## src/rtl/ser_pkg.sv

```systemverilog
// Shared types and index helpers for the
// bit serializer controller and its mux.
package ser_pkg;

  typedef enum logic {
    IDLE  = 1'b0,
    SHIFT = 1'b1
  } state_e;

  function automatic int sel_width(
    input int n
  );
    return (n > 1) ? $clog2(n) : 1;
  endfunction

  function automatic int start_idx(
    input int n,
    input bit msb_first
  );
    return msb_first ? n - 1 : 0;
  endfunction

  function automatic int end_idx(
    input int n,
    input bit msb_first
  );
    return msb_first ? 0 : n - 1;
  endfunction

endpackage

```

## src/rtl/mux_n_to_1.sv

```systemverilog
// N-to-1 bit mux; out-of-range select
// yields 0 so non power-of-two N is safe.
module mux_n_to_1
  import ser_pkg::*;
#(
  parameter int N  = 8,
  parameter int SW = sel_width(N)
) (
  input  logic [N-1:0]  data_i,
  input  logic [SW-1:0] sel_i,
  output logic          out_o
);

  // pick the addressed input bit
  always_comb begin
    out_o = 1'b0;
    for (int i = 0; i < N; i++) begin
      if (sel_i == SW'(i)) begin
        out_o = data_i[i];
      end
    end
  end

endmodule

```

## src/rtl/mux_serializer_ctrl.sv

```systemverilog
// Parallel-in / serial-out controller that
// walks the mux select across a held word.
module mux_serializer_ctrl
  import ser_pkg::*;
#(
  parameter int N         = 8,
  parameter bit MSB_FIRST = 1'b0,
  parameter int SEL_W     = sel_width(N)
) (
  input  logic             clk,
  input  logic             rst,
  input  logic             load_valid,
  output logic             load_ready,
  input  logic [N-1:0]     load_data,
  input  logic             ser_ready,
  output logic             ser_valid,
  output logic             ser_out,
  output logic             ser_last,
  output logic [SEL_W-1:0] sel,
  output logic             busy
);

  localparam logic [SEL_W-1:0] START_IDX =
    SEL_W'(start_idx(N, MSB_FIRST));
  localparam logic [SEL_W-1:0] STOP_IDX =
    SEL_W'(end_idx(N, MSB_FIRST));

  state_e           state_q;
  state_e           state_d;
  logic [N-1:0]     word_q;
  logic [N-1:0]     word_d;
  logic [SEL_W-1:0] sel_q;
  logic [SEL_W-1:0] sel_d;
  logic             at_end;
  logic             load;

  assign at_end = (sel_q == STOP_IDX);

  // next state, handshakes and select stepping
  always_comb begin
    state_d    = state_q;
    word_d     = word_q;
    sel_d      = sel_q;
    ser_valid  = 1'b0;
    ser_last   = 1'b0;
    load_ready = 1'b0;
    load       = 1'b0;
    unique case (state_q)
      IDLE: begin
        load_ready = 1'b1;
        load       = load_valid;
        if (load) begin
          word_d  = load_data;
          sel_d   = START_IDX;
          state_d = SHIFT;
        end
      end
      SHIFT: begin
        ser_valid  = 1'b1;
        ser_last   = at_end;
        load_ready = at_end & ser_ready;
        load       = load_valid & load_ready;
        if (ser_ready) begin
          if (at_end) begin
            // rewind so IDLE and a chained
            // word both start at the origin
            sel_d = START_IDX;
            if (load) begin
              word_d = load_data;
            end else begin
              state_d = IDLE;
            end
          end else if (MSB_FIRST) begin
            sel_d = sel_q - SEL_W'(1);
          end else begin
            sel_d = sel_q + SEL_W'(1);
          end
        end
      end
    endcase
  end

  // state, word and select registers
  always_ff @(posedge clk) begin
    if (rst) begin
      state_q <= IDLE;
      word_q  <= '0;
      sel_q   <= START_IDX;
    end else begin
      state_q <= state_d;
      word_q  <= word_d;
      sel_q   <= sel_d;
    end
  end

  mux_n_to_1 #(
    .N  (N),
    .SW (SEL_W)
  ) u_mux (
    .data_i (word_q),
    .sel_i  (sel_q),
    .out_o  (ser_out)
  );

  assign sel  = sel_q;
  assign busy = (state_q == SHIFT);

endmodule

```

## config.mk

```make
export PLATFORM = sky130hd
export DESIGN_NAME = mux_serializer_ctrl
export DESIGN_NICKNAME = d
export VERILOG_FILES = /design/src/rtl/ser_pkg.sv /design/src/rtl/mux_n_to_1.sv /design/src/rtl/mux_serializer_ctrl.sv
export SDC_FILE = /design/constraint.sdc
export NUM_CORES = 1
export LEC_CHECK = 0
export ABC_AREA = 0
export CORE_UTILIZATION = 53
export CTS_BUF_LIST = sky130_fd_sc_hd__clkbuf_8
export DETAILED_ROUTE_END_ITERATION = 6
export PLACE_DENSITY = 0.86
export SLEW_MARGIN = 30
export SYNTH_ARGS = -nofsm -noshare
export SYNTH_HDL_FRONTEND = slang
export SYNTH_SLANG_ARGS = --single-unit
export TNS_END_PERCENT = 100
```

## constraint.sdc

```tcl
create_clock -name clk -period 4.6 [get_ports clk]
set_input_delay 0.92 -clock clk [delete_from_list [all_inputs] [get_ports clk]]
set_output_delay 0.92 -clock clk [all_outputs]
set_load 0.02 [all_outputs]
```

Word-level counts from Yosys, hierarchy flattened

Cells that the tools add are included.

Add/subtract/negate cells: 1
Equal/unequal tests: 11
Mux-type cells: 25
Bitwise gates (word level): 3
Reductions and logical operators: 3

Operators with widths:

| cell                | count |
|---|---|
| $mux 8              | 4 |
| $pmux 8 s2          | 1 |
| $mux 1              | 14 |
| $eq 3x3->1 const B  | 4 |
| $mux 3              | 3 |
| $eq 3x2->1 const B  | 2 |
| $pmux 3 s2          | 1 |
| $ne 2x1->1 const B  | 2 |
| $ne 2x2->1 const B  | 2 |
| $pmux 1 s2          | 2 |
| $reduce_and 4->1    | 1 |
| $add 3x1->3 const B | 1 |
| $eq 3x1->1 const B  | 1 |
| $logic_not 3->1     | 1 |
| $and 1x1->1         | 2 |
| $reduce_and 2->1    | 1 |
| $not 1->1           | 1 |

Bits in registers: 12
Output and inout port bits: 8
Word-level logic and storage cells: 46

Logic depth before layout (Yosys ltp)

Word-level depth: 9
Depth in mapped cells: 6

Modules after synthesis

A second synthesis with hierarchy kept.

Cell total of the unflattened synthesis: 59
Area total of the unflattened synthesis: 633.1 um2

Modules (own cells, without submodules):

| module              | instances | cells each | area an instance (um2) | sequential area each (um2) |
|---|---|---|---|---|
| mux_serializer_ctrl | 1         | 56         | 569.3                  | 240.2 |
| mux_n_to_1          | 1         | 3          | 63.8                   | 0.0 |

Worst setup path after synthesis

OpenSTA, ideal clock, no wires.

Path type: register -> output
Start point: register sel_q[0], in the netlist sel[0]
End point: output ser_out
Arrival time: 1.618 ns
Data required time: 3.680 ns
Slack: 2.062 ns
Stages on the path, launching flop included: 7
Path buffers: 0
Cells stage by stage: dfxtp_1 -> ha_1 -> ha_1 -> a21oi_1 -> a21oi_1 -> a21oi_1 -> o31ai_2

Cells in the longest elaborated chain, start to end: 9

RTL lines:

| item                     | RTL line                  | text |
|---|---|---|
| start: declaration       | mux_serializer_ctrl.sv:32 | `logic [SEL_W-1:0] sel_q;` |
| start signal: assignment | mux_serializer_ctrl.sv:92 | `sel_q <= sel_d;` |
| $logic_not 3->1          | mux_n_to_1.sv:18          | `if (sel_i == SW'(i)) begin` |
| $mux 1 (7 in a row)      | mux_n_to_1.sv:18          |  |
| $mux 1 (*)               | mux_n_to_1.sv:18          |  |
| end: declaration         | mux_serializer_ctrl.sv:17 | `output logic ser_out,` |

Mark *: on every way between the ends. The rest lies on a longest branch, timed or not.

Worst setup path in the final report

Start point: input ser_ready
End point: output load_ready

Cells in the longest elaborated chain, start to end: 2

RTL lines:

| item               | RTL line                  | text |
|---|---|---|
| start: declaration | mux_serializer_ctrl.sv:15 | `input logic ser_ready,` |
| $and 1x1->1        | mux_serializer_ctrl.sv:61 | `load_ready = at_end & ser_ready;` |
| $pmux 1 s2         | mux_serializer_ctrl.sv:48 | `unique case (state_q)` |
| end: declaration   | mux_serializer_ctrl.sv:13 | `output logic load_ready,` |

No other way between the ends.

==> results by group <==
Clocking
  • Sinks on Clock Net: 12
  • Clock buffers created by TritonCTS: 3
  • Clock Pin Slew Worst Setup and Hold Paths: 0.05 ns
  • Post-cts resize count: 0
  • Worst skew pair latency: 0.24 ns
  • CTS Root Cell: clkbuf_8
  • Clock buffer depth: 2
  • H-Tree Depth: 1
  • # Post-CTS Setup Buffers: 0
  • Hold buffers post-CTS: 0
  • TritonCTS clock tree: yes

Final layout
  • Commonest non-fill, non-tap cells in the layout: clkdlybuf4s50_1, dfxtp_1, nand2_1, a21oi_2, nand3_2
  • N_diodes: 0
  • Most common cell after layout, fill and taps aside: clkdlybuf4s50_1
  • Area grow syn2layout: 30.4%
  • Fraction of layout instances using a drive strength above 1: 0.255
  • Nets: 117
  • Design area: 972 um^2

Setup path
  • CP top delay family: buffers and inverters
  • Crit path largest cell delay: 0.65 ns
  • CP arrival: 2.41 ns
  • CP Buf/Inv Count: 2
  • CP Class: in2out
  • CP dominant cell by count: clkdlybuf4s50_1
  • Worst-path cell chain: clkdlybuf4s50_1 > a21bo_4 > clkdlybuf4s50_1
  • Crit start category: input port
  • Worst setup EP type: output port
  • CP max FO: 11
  • WP data required: 3.68 ns
  • Crit path max-delay cell type: clkdlybuf4s50_1

Logic synthesis
  • Yosys top cell by area: dfxtp_1
  • Sequential fraction of the synthesis area: 0.322
  • Post-Synthesis Cell Area: 746 um^2
  • Distinct cells, synth: 26
  • Yosys warnings: 0
  • Syn avg cell area: 9.44 um^2
  • Synthesized Nets: 97
  • Post-Syn Instances: 79
  • Leading post-synthesis cells by cell area: dfxtp_1, nand3_2, a21oi_2
  • #FFs+latches synth: 12
  • Yosys top cell area share: 0.322

Global route
  • Global route overflow: 0
  • First-pass GRT wire length: 2270 um
  • Total Routing Usage GR: 0.212
  • Vias in the first global route: 517
  • Pin count of the biggest net entering global routing: 13
  • Initial antenna violation count: 0

Pwr
  • Power density over cell area: 285 nW/um^2
  • Internal: 0.210 mW
  • Switch Pwr: 0.0676 mW
  • Switching share of power: 0.244
  • Comb power frac: 0.182
  • Maximum vdd ir drop: 0.213 mV
  • Seq pwr share: 0.411
  • Clock share of power: 0.408
  • Leakage: 0.349 nW

Run status
  • Status: finished, final reports clean

Place
  • Dpl hpwl: 1140 um
  • Dpl cell area: 917 um^2
  • Routability cong.: 0.749
  • I/O Buffers: 19
  • Pre-CTS WS: 1.27 ns

Timing
  • Slew HR: 0.559
  • # setup viols final: 0
  • Hold Fails Final Rpt: 0
  • Slew Viols, Final: 0
  • Slew @ Worst Pin: 0.660 ns
  • Clk_skew: 0.00336 ns
  • Min Tclk post-route: 3.33 ns
  • Setup TNS Final: 0 ns
  • Final critical-path share of the clock period: 0.725
  • Max Clk Rate: 0.300 GHz
  • Setup slack after layout: 1.27 ns
  • Hold WS: 0.465 ns
  • RSZ-0062 raised after global routing: no

Run
  • Max_cap viols: 0

Floorplan
  • Die H: 39.5 um
  • Core ar.: 1300 um^2
  • Total Die Area: 1560 um^2
  • Site row count: 13
  • # IOs: 20
  • Initial Util: 0.573
  • Die width: 39.5 um

Drt
  • DRT iter0 DRCs: 10
  • Antenna-violating nets left: 0
  • Drt total wl: 1470 um
  • WL/cell: 13.0 um
  • Via count: 603
  • DR pass1 iterations: 3
  • DR DRC count: 0
  • Vias per inst: 5.34

Hold path
  • Hold crit path type: reg2reg
==> per-layer routing <==
metal,share of wire,track usage,vias to the layer above
met5,0,0,-
met4,0,0.0517,0
met3,0.026,0.0341,0
met2,0.50,0.361,13
met1,0.47,0.273,276
li1,-,-,314
==> layout make-up <==
type | count | area, um^2
multi-input cells | 59 | 453
fillers | 102 | 329
flip-flops and latches | 12 | 240
repair buffers | 19 | 190
clock buffers | 4 | 55.1
well taps | 15 | 18.8
inverters | 4 | 15.0
==> power by group through the flow <==
stage,sequential [mW],combinational [mW],clock [mW]
after floorplan,0.116,0.0320,0
after global placement,0.116,0.0491,0
after detailed placement,0.116,0.0505,0
after CTS,0.114,0.0508,0.116
after global routing,0.114,0.0543,0.120
final,0.114,0.0505,0.113
==> cells in the mapped netlist (all sizes together) <==
cell type  count
nor2           6
a21bo          1
o21a           1
a21oi         14
inv            4
buf            4
o31ai          1
nor2b          1
nand2         12
nor4b          1
nand3          8
a32oi          2
o21ai          2
a211oi         1
and2           1
ha             6
dfxtp         12
mux2i          1
nor3b          1
==> path summary, 6_finish.rpt <==
kind | from | to | slack (ns) | cells past startpoint
setup reg to reg | sel[0]$_SDFFE_PP0P_ | word_q[3]$_SDFFE_PP0P_ | 2.94 | 6
hold reg to reg | word_q[6]$_SDFFE_PP0P_ | word_q[6]$_SDFFE_PP0P_ | 0.47 | 2
setup / recovery | ser_ready | load_ready | 1.27 | 3
hold / removal | word_q[6]$_SDFFE_PP0P_ | word_q[6]$_SDFFE_PP0P_ | 0.47 | 2
==> logic make-up (layout without fill, tap and decap cells) <==
kind of cell,after synthesis,in the layout,share of synthesized area
compound gates,22,22,0.235
fa+ha+maj,6,6,0.101
buf+inv,8,27,0.0705
flops,12,12,0.322
mux,1,1,0.0134
simple gates,30,30,0.258
==> worst register-to-register path, cell delays in order, from the launching register on <==
cell and delay [ns]:
dfxtp_1 0.44, ha_1 0.22, ha_1 0.28, a21bo_4 0.31
nand2_8 0.10, nand2_1 0.13, a21oi_2 0.06
==> metrics by stage <==
stage	utilization	power, mW	cells
final	0.747	0.277	113
after global routing	0.747	0.289	113
after CTS	0.747	0.280	113
after detailed placement	0.705	0.167	109
after global placement	0.705	0.165	109
after floorplan	-	0.148	79
==> sequential cells by signal, summed over array words and instances, names as in the netlist <==
name	cells
word_q	8
busy	1
sel	3
Power figures use the tool's default switching activity.
